===== config.mk =====
export PLATFORM = sky130hd
export DESIGN_NAME = mos_decoder_sweep
export DESIGN_NICKNAME = d
export VERILOG_FILES = /design/src/rtl/mos_decoder_sweep.sv
export SDC_FILE = /design/constraint.sdc
export NUM_CORES = 1
export LEC_CHECK = 0
export ABC_AREA = 1
export CORE_AREA = 2 2 143 110
export CTS_CLUSTER_DIAMETER = 50
export DETAILED_ROUTE_END_ITERATION = 8
export DIE_AREA = 0 0 145 112
export HOLD_SLACK_MARGIN = 0.15
export MAX_ROUTING_LAYER = met4
export PLACE_DENSITY = 0.77
export SYNTH_ARGS = -nofsm -noshare
export SYNTH_HDL_FRONTEND = slang
export SYNTH_SLANG_ARGS = --single-unit

===== constraint.sdc =====
create_clock -name wb_clk_i -period 3.4 [get_ports wb_clk_i]
set_input_delay 0.68 -clock wb_clk_i [delete_from_list [all_inputs] [get_ports wb_clk_i]]
set_output_delay 0.68 -clock wb_clk_i [all_outputs]
set_load 0.02 [all_outputs]

===== src/rtl/mos_decoder_sweep.sv =====
// ============================================================================
// mos_decoder_sweep : Wishbone-driven opcode sweep with result signature/count
// Revision: 1.0
// ============================================================================
`default_nettype none

module mos_decoder_sweep #(
  parameter logic [31:0] BASE_ADDR     = 32'h3000_0100,
  parameter int          SETTLE_CYCLES = 1,
  parameter logic [31:0] SIG_SEED      = 32'h0000_0000
) (
  input  logic        wb_clk_i,
  input  logic        wb_rst_i,
  input  logic        wbs_stb_i,
  input  logic        wbs_cyc_i,
  input  logic        wbs_we_i,
  input  logic [31:0] wbs_adr_i,
  input  logic [31:0] wbs_dat_i,
  output logic        wbs_ack_o,
  output logic [31:0] wbs_dat_o,
  output logic [7:0]  dec_instr_o,
  input  logic [65:0] dec_result_i,
  output logic        busy_o,
  output logic        done_o
);

  localparam int c_SW = (SETTLE_CYCLES > 1) ? $clog2(SETTLE_CYCLES) : 1;
  localparam logic [c_SW-1:0] c_SETTLE_LAST = c_SW'(SETTLE_CYCLES - 1);

  typedef enum logic [1:0] {
    S_IDLE   = 2'd0,
    S_DRIVE  = 2'd1,
    S_SAMPLE = 2'd2,
    S_DONE   = 2'd3
  } state_t;

  state_t          r_state;
  logic [c_SW-1:0] r_settle;
  logic [7:0]      r_instr;
  logic [7:0]      r_start_op;
  logic [7:0]      r_end_op;
  logic [31:0]     r_sig;
  logic [8:0]      r_count;
  logic            r_busy;
  logic            r_done;
  logic            r_ack;
  logic [31:0]     r_dat;

  logic [31:0] w_off;
  logic        w_sel;
  logic        w_wr;
  logic [2:0]  w_idx;
  logic [31:0] w_fold;
  logic [31:0] w_sig_next;
  logic        w_nz;
  logic [31:0] w_rdata;
  logic        w_unused;

  // Addresses below BASE_ADDR wrap to large offsets, so one compare bounds both ends.
  assign w_off      = wbs_adr_i - BASE_ADDR;
  assign w_sel      = wbs_stb_i & wbs_cyc_i & ~r_ack & (w_off <= 32'h14) & (wbs_adr_i[1:0] == 2'b00);
  assign w_wr       = w_sel & wbs_we_i;
  assign w_idx      = w_off[4:2];
  assign w_fold     = dec_result_i[31:0] ^ dec_result_i[63:32] ^ {30'b0, dec_result_i[65:64]};
  assign w_sig_next = {r_sig[30:0], r_sig[31]} ^ w_fold;
  assign w_nz       = |dec_result_i;
  assign w_unused   = &{1'b0, wbs_dat_i[31:8]};

  always_comb begin
    w_rdata = 32'h0;
    case (w_idx)
      3'd1:    w_rdata = {24'h0, r_start_op};
      3'd2:    w_rdata = {24'h0, r_end_op};
      3'd3:    w_rdata = {16'h0, r_instr, 6'h0, r_done, r_busy};
      3'd4:    w_rdata = r_sig;
      3'd5:    w_rdata = {23'h0, r_count};
      default: w_rdata = 32'h0;
    endcase
  end

  always_ff @(posedge wb_clk_i or posedge wb_rst_i) begin
    if (wb_rst_i) begin
      r_ack <= 1'b0;
      r_dat <= 32'h0;
    end else begin
      r_ack <= w_sel;
      r_dat <= w_sel ? w_rdata : 32'h0;
    end
  end

  always_ff @(posedge wb_clk_i or posedge wb_rst_i) begin
    if (wb_rst_i) begin
      r_state    <= S_IDLE;
      r_settle   <= '0;
      r_instr    <= 8'h00;
      r_start_op <= 8'h00;
      r_end_op   <= 8'hFF;
      r_sig      <= SIG_SEED;
      r_count    <= 9'd0;
      r_busy     <= 1'b0;
      r_done     <= 1'b0;
    end else begin
      case (r_state)
        S_DRIVE: begin
          if (r_settle == c_SETTLE_LAST) begin
            r_settle <= '0;
            r_state  <= S_SAMPLE;
          end else begin
            r_settle <= r_settle + 1'b1;
          end
        end
        S_SAMPLE: begin
          r_sig <= w_sig_next;
          if (w_nz) r_count <= r_count + 9'd1;
          if (r_instr == r_end_op) begin
            r_state <= S_DONE;
            r_busy  <= 1'b0;
            r_done  <= 1'b1;
          end else begin
            r_instr <= r_instr + 8'd1;
            r_state <= S_DRIVE;
          end
        end
        default: ;
      endcase

      // Bus writes come last so an abort overrides whatever the sweep did this cycle.
      if (w_wr) begin
        case (w_idx)
          3'd0: begin
            if (wbs_dat_i[1]) begin
              r_state  <= S_IDLE;
              r_settle <= '0;
              r_busy   <= 1'b0;
              r_done   <= 1'b0;
            end else if (wbs_dat_i[0] && !r_busy) begin
              r_state  <= S_DRIVE;
              r_settle <= '0;
              r_instr  <= r_start_op;
              r_sig    <= SIG_SEED;
              r_count  <= 9'd0;
              r_busy   <= 1'b1;
              r_done   <= 1'b0;
            end
          end
          3'd1: if (!r_busy) r_start_op <= wbs_dat_i[7:0];
          3'd2: if (!r_busy) r_end_op   <= wbs_dat_i[7:0];
          default: ;
        endcase
      end
    end
  end

  assign wbs_ack_o   = r_ack;
  assign wbs_dat_o   = r_dat;
  assign dec_instr_o = r_instr;
  assign busy_o      = r_busy;
  assign done_o      = r_done;

endmodule

`default_nettype wire


Yosys cells after proc, flatten, opt, wreduce, memory -nomap -nowiden
Index checks and enable logic that the tools add are counted.
W data, S select, Z words.
{ "word_totals": {"regBits": 103, "input_bits": 135, "out_inout_bits": 43} }
{ "op_classes": {"n_addsub": 4, "n_lt_le_gt_ge": 1, "n_eq_ne": 8, "n_mux": 44, "bitwise_logic": 10, "n_reduce_logical": 7} }
{ "ops": {"columns": ["cell", "n"], "rows": [
  ["$mux W32", 6],
  ["$pmux W32 S5", 1],
  ["$reduce_or A66 Y1", 1],
  ["$xor A32 B32 Y32", 2],
  ["$mux W9", 6],
  ["$mux W8", 6],
  ["$le A32 B5 Y1 const B", 1],
  ["$sub A32 B30 Y32 const B", 1],
  ["$xor A32 B2 Y32", 1],
  ["$mux W1", 18],
  ["$mux W2", 6],
  ["$add A9 B1 Y9 const B", 1],
  ["$add A8 B1 Y8 const B", 1],
  ["$eq A8 B8 Y1", 1],
  ["$eq A3 B2 Y1 const B", 2],
  ["$eq A3 B3 Y1 const B", 2],
  ["$reduce_and A3 Y1", 2],
  ["$and A1 B1 Y1", 5],
  ["$pmux W2 S2", 1],
  ["$eq A3 B1 Y1 const B", 1],
  ["$logic_not A3 Y1", 1],
  ["$eq A2 B1 Y1 const B", 1],
  ["$eq A2 B2 Y1 const B", 1],
  ["$logic_not A2 Y1", 1],
  ["4 further kinds", 5]
]} }

Depth between registers and ports, before layout
{ "depth": {"ltp_word": 8, "depth_mapped": 16, "ltp_nobuf": 16} }

Least setup slack after synthesis
Ideal clock, no wire load.
{ "synth_timing": {"path_type": "input to register", "from": "in wbs_adr_i[17]", "to": "reg r_sig[10]", "setup_ns": 0.121, "arrival_ns": 2.177, "t_required_ns": 3.279, "slack_ns": 1.102, "cell_stages": 13, "path_buffers": 1, "cell_sequence": "nor2_1 > nand2_1 > nor2_1 > nand3_2 > nand2_1 > nand3_1 > nand2_1 > inv_2 > nor2_2 > nand4_2 > nor3_4 > buf_2 > nor2_1"} }
{ "synth_between": {"elab_chain_cells": 6} }
{ "synth_lines": {"columns": ["item", "line", "rtl"], "rows": [
  ["start: declaration", "17", "input logic [31:0] wbs_adr_i,"],
  ["$sub A32 B30 Y32", "60", "assign w_off = wbs_adr_i - BASE_ADDR;"],
  ["$le A32 B5 Y1", "61", "assign w_sel = wbs_stb_i & wbs_cyc_i & ~r_ack & (w_off <= 32'h14) & (wbs_adr_i[1:0] == 2'b00);"],
  ["$and A1 B1 Y1 (2 in a row)", "61", null],
  ["$and A1 B1 Y1", "62", "assign w_wr = w_sel & wbs_we_i;"],
  ["$mux W32", "128", "if (w_wr) begin"],
  ["end signal: assignment", "113", "r_sig <= w_sig_next;"],
  ["end: declaration", "42", "logic [31:0] r_sig;"]
]} }
No other way between the ends.
A chain may end at the register's enable or synchronous reset.

Worst setup path in the final report
{ "layout_timing": {"from": "in wbs_adr_i[9]", "to": "reg r_dat[0] (netlist: wbs_dat_o[0])"} }
{ "layout_between": {"elab_chain_cells": 5} }
{ "layout_lines": {"columns": ["item", "line", "rtl"], "rows": [
  ["$sub A32 B30 Y32", "60", null],
  ["$le A32 B5 Y1", "61", null],
  ["$and A1 B1 Y1 (2 in a row)", "61", null],
  ["named net w_sel", "50", "logic w_sel;"],
  ["$mux W32", "87", "r_dat <= w_sel ? w_rdata : 32'h0;"],
  ["end signal: assignment", "87", null],
  ["end: declaration", "47", "logic [31:0] r_dat;"]
]} }
The timed path passes the listed nets, and every way through them passes these cells.

==> results.toml <==
[detailed_routing]
wl_mm = 17.96
wire_per_inst_um = 14.02
drc_errors = 0
wl_met3_mm = 1.203
num_vias = 6338
vias_per_cell = 4.948
drt-initial-drc-count = 606
ant_nets = 0
drt_pass1_iterations = 5
wl_met1_mm = 8.462
top_layer = "met4"
wl_met2_mm = 7.997

[final_layout]
design_area_um2 = 8606
register_area_um2 = 2587
nFillCells = 1377
diodes = 0
final_common_cell = "nand2_1"
final_util_pct = 57.82
multi_input_area_um2 = 3500
final_layout_size_suffix_gt1_share_pct = 8.922
final_cell_mix = "nand2_1 (297), clkdlybuf4s50_1 (153), nor2_1 (141)"
fin_cells = 1281
nets = 1210
area_growth_pct = 31.61

[worst_setup_path]
crit_top_cell = "nand2_1"
cp-start-kind = "primary input"
crit_family = "simple AND/OR/NAND/NOR gates"
crit_arrival_ps = 3150
cp_slowest_cell = "clkdlybuf4s50_1"
cpPeakStageDelay_ps = 500
cp_cell_sequence = "clkdlybuf4s50_1, nor2_4, nand2_2, nor2_4, nand2_1, nand2_1, nand2_1, nor2_1, nand2_1, nor2_2, nand3_2, nor2_8, nand3_4, a31oi_1"
crit_fanout = 16
cp-end-kind = "flop"
cp.buffers_inverters = 1
reg2reg_from = "wbs_ack_o"
r2r_slack_ps = 1280
r2r_cells = 13
crit_required_ps = 3660
r2r_end = "wbs_dat_o[0]"
path_class = "in2reg"

[clock_network]
root_buffer = "clkbuf_16"
insertion_delay_ps = 350
cts.reportedPaths.clkPinSlew_ps = 70
htreeDepth = 3
clock_sinks = 103
cts_resized = 0
cts_tree = "built"
cts_setup_buffers = 0
numCtsBuffers = 9
clockBufferDepth = 2
cts_hold_buf = 0

[hold_path]
hold_end = "r_end_op[3]"
worstHoldPathType = "reg2reg"
whs_path_depth = 2
min_from = "r_end_op[3]"

[die]
fp.coreArea_um2 = 14880
rows = 39
ioPinCount = 178
initial_core_util_pct = 43.93
dieArea_um2 = 16240
die-width_um = 145
die_h_um = 112

[yosys]
yosysWarnings = 0
ys.flop_type = "dfrtp_1"
synth_top_area_share_pct = 36.36
synth_seq_area_share_pct = 39.57
ys_top_cells_by_area = "dfrtp_1 (36%), nand2_1 (17%), nor2_1 (8.2%)"
synth_edf_count = 0
synth_top_cell_by_area = "dfrtp_1"
syn_area_um2 = 6539
synthArstFlopShare_pct = 100.0
synthesis.nets = 1059
synth_seq_cells = 103
syn_inst = 920
synth_cell_types = 41
syn_area_per_cell_um2 = 7.107

[timing]
finalHoldViolCount = 0
fin_crit_ps = 2897
fin_crit_sh_pct = 85.20
slew_headroom_pct = 57.50
skew_ps = 5.705
rsz0062_at_grt = "no"
timing.setup.tns_ps = 0
tightest_slew_ps = 637.6
slew_violations = 0
setup_viol = 0
fmax_mhz = 345.2

[power_and_ir_drop]
power_mw = 4.108
peakVddDrop_v = 0.0003048
leakage_nw = 4.099
powerDensity_nw_per_um2 = 477.3

[global_route]
grt_max_degree = 72
grt_pass1_vias = 6030
grt_pass1_wl_mm = 29.75
grtUsageTotal_pct = 23.29
grt_overflow_total = 0
antenna_found_initial = 0

[job]
timing.max_cap.violations = 0

[run_status]
outcome = "finished clean"

[placement]
io_buffers = 153
place_hpwl_mm = 13.64
dpl_cell_area_um2 = 8330
gp_congestion = 0.9036
dpl.cell_count = 1265
## layer usage
layer	up-vias	track usage, %
met4	0	5.743
li1	3223	-
met1	2877	31.70
met5	-	-
met3	24	5.205
met2	214	35.52
## through the flow
| step | worst slack, ps | hold WS, ps |
|---|---|---|
| 2_1_floorplan | 29.40 | 462.2 |
| 3_3_place_gp | 171.4 | 475.8 |
| 3_5_place_dp | 199.2 | 482.5 |
| 4_1_cts | 553.3 | 494.2 |
| 5_1_grt | 285.1 | 511.6 |
| 6_report | 503.1 | 492.5 |
## Yosys cell counts (4+ instances only)
cell type / n
nor4_1: 9
dfstp_2: 8
o21ai_0: 41
nand4_1: 34
nand2_1: 297
a21oi_2: 7
buf_2: 5
inv_2: 4
nor3_1: 9
ha_1: 4
xnor2_1: 9
nor2_2: 8
inv_1: 84
or2_2: 21
xor2_1: 43
nor2_1: 142
nand3_1: 27
a221oi_1: 8
dfrtp_1: 95
a21oi_1: 12
clkbuf_1: 17
## worst register-to-register path, cell delays in order, from the launching register on
cell	delay (ps)
dfrtp_1	400
inv_1	70
nand2_1	50
nor2_1	80
nand2_1	60
nor2_1	90
nand3_1	80
nor2_1	90
nand2_1	60
nor2_2	130
nand3_2	170
nor2_8	210
nand3_4	270
a31oi_1	270
## layout make-up
class                      count  share of cell area (%)
multi-input combinational    702                   40.67
sequential                   103                   30.07
timing repair buffer         165                   19.13
inverter                      90                   3.955
tap                          205                   2.981
clock buffer                  10                   2.661
clock inverter                 6                  0.5379
## where the power goes
group,leakage [nW],internal [mW],total (mW),switching [mW]
Sequential,1.28,1.49,1.76,0.274
Clock,0.123,0.501,0.972,0.471
Combinational,2.69,0.631,1.37,0.741
Total,4.10,2.62,4.11,1.49
## flip-flops by register name (all words and copies together), names as in the netlist
name and count:
wbs_ack_o 1, r_state 2, r_count 9, busy_o 1, r_end_op 8, r_sig 32
r_start_op 8, done_o 1, dec_instr_o 8, wbs_dat_o 32, r_settle 1
## worst max-delay path by stage
stage | from | depth (start not counted) | endpoint
6_report | wbs_adr_i[9] | 14 | wbs_dat_o[0]
4_1_cts | wbs_adr_i[9] | 14 | wbs_dat_o[0]
5_1_grt | wbs_adr_i[12] | 14 | wbs_dat_o[0]
2_1_floorplan | wb_rst_i | 1 | busy_o
3_3_place_gp | wbs_adr_i[9] | 14 | wbs_dat_o[0]
3_5_place_dp | wbs_adr_i[9] | 14 | wbs_dat_o[0]
## cells by family after synthesis
kind of cell / share of synthesized area [%]
xor+xnor: 6.965
compound gates: 7.138
simple gates: 38.40
mux: 0.1722
buf+inv: 6.984
flops: 39.57
fa+ha+maj: 0.7654
Note: power is estimated with default switching activity, not from simulation.
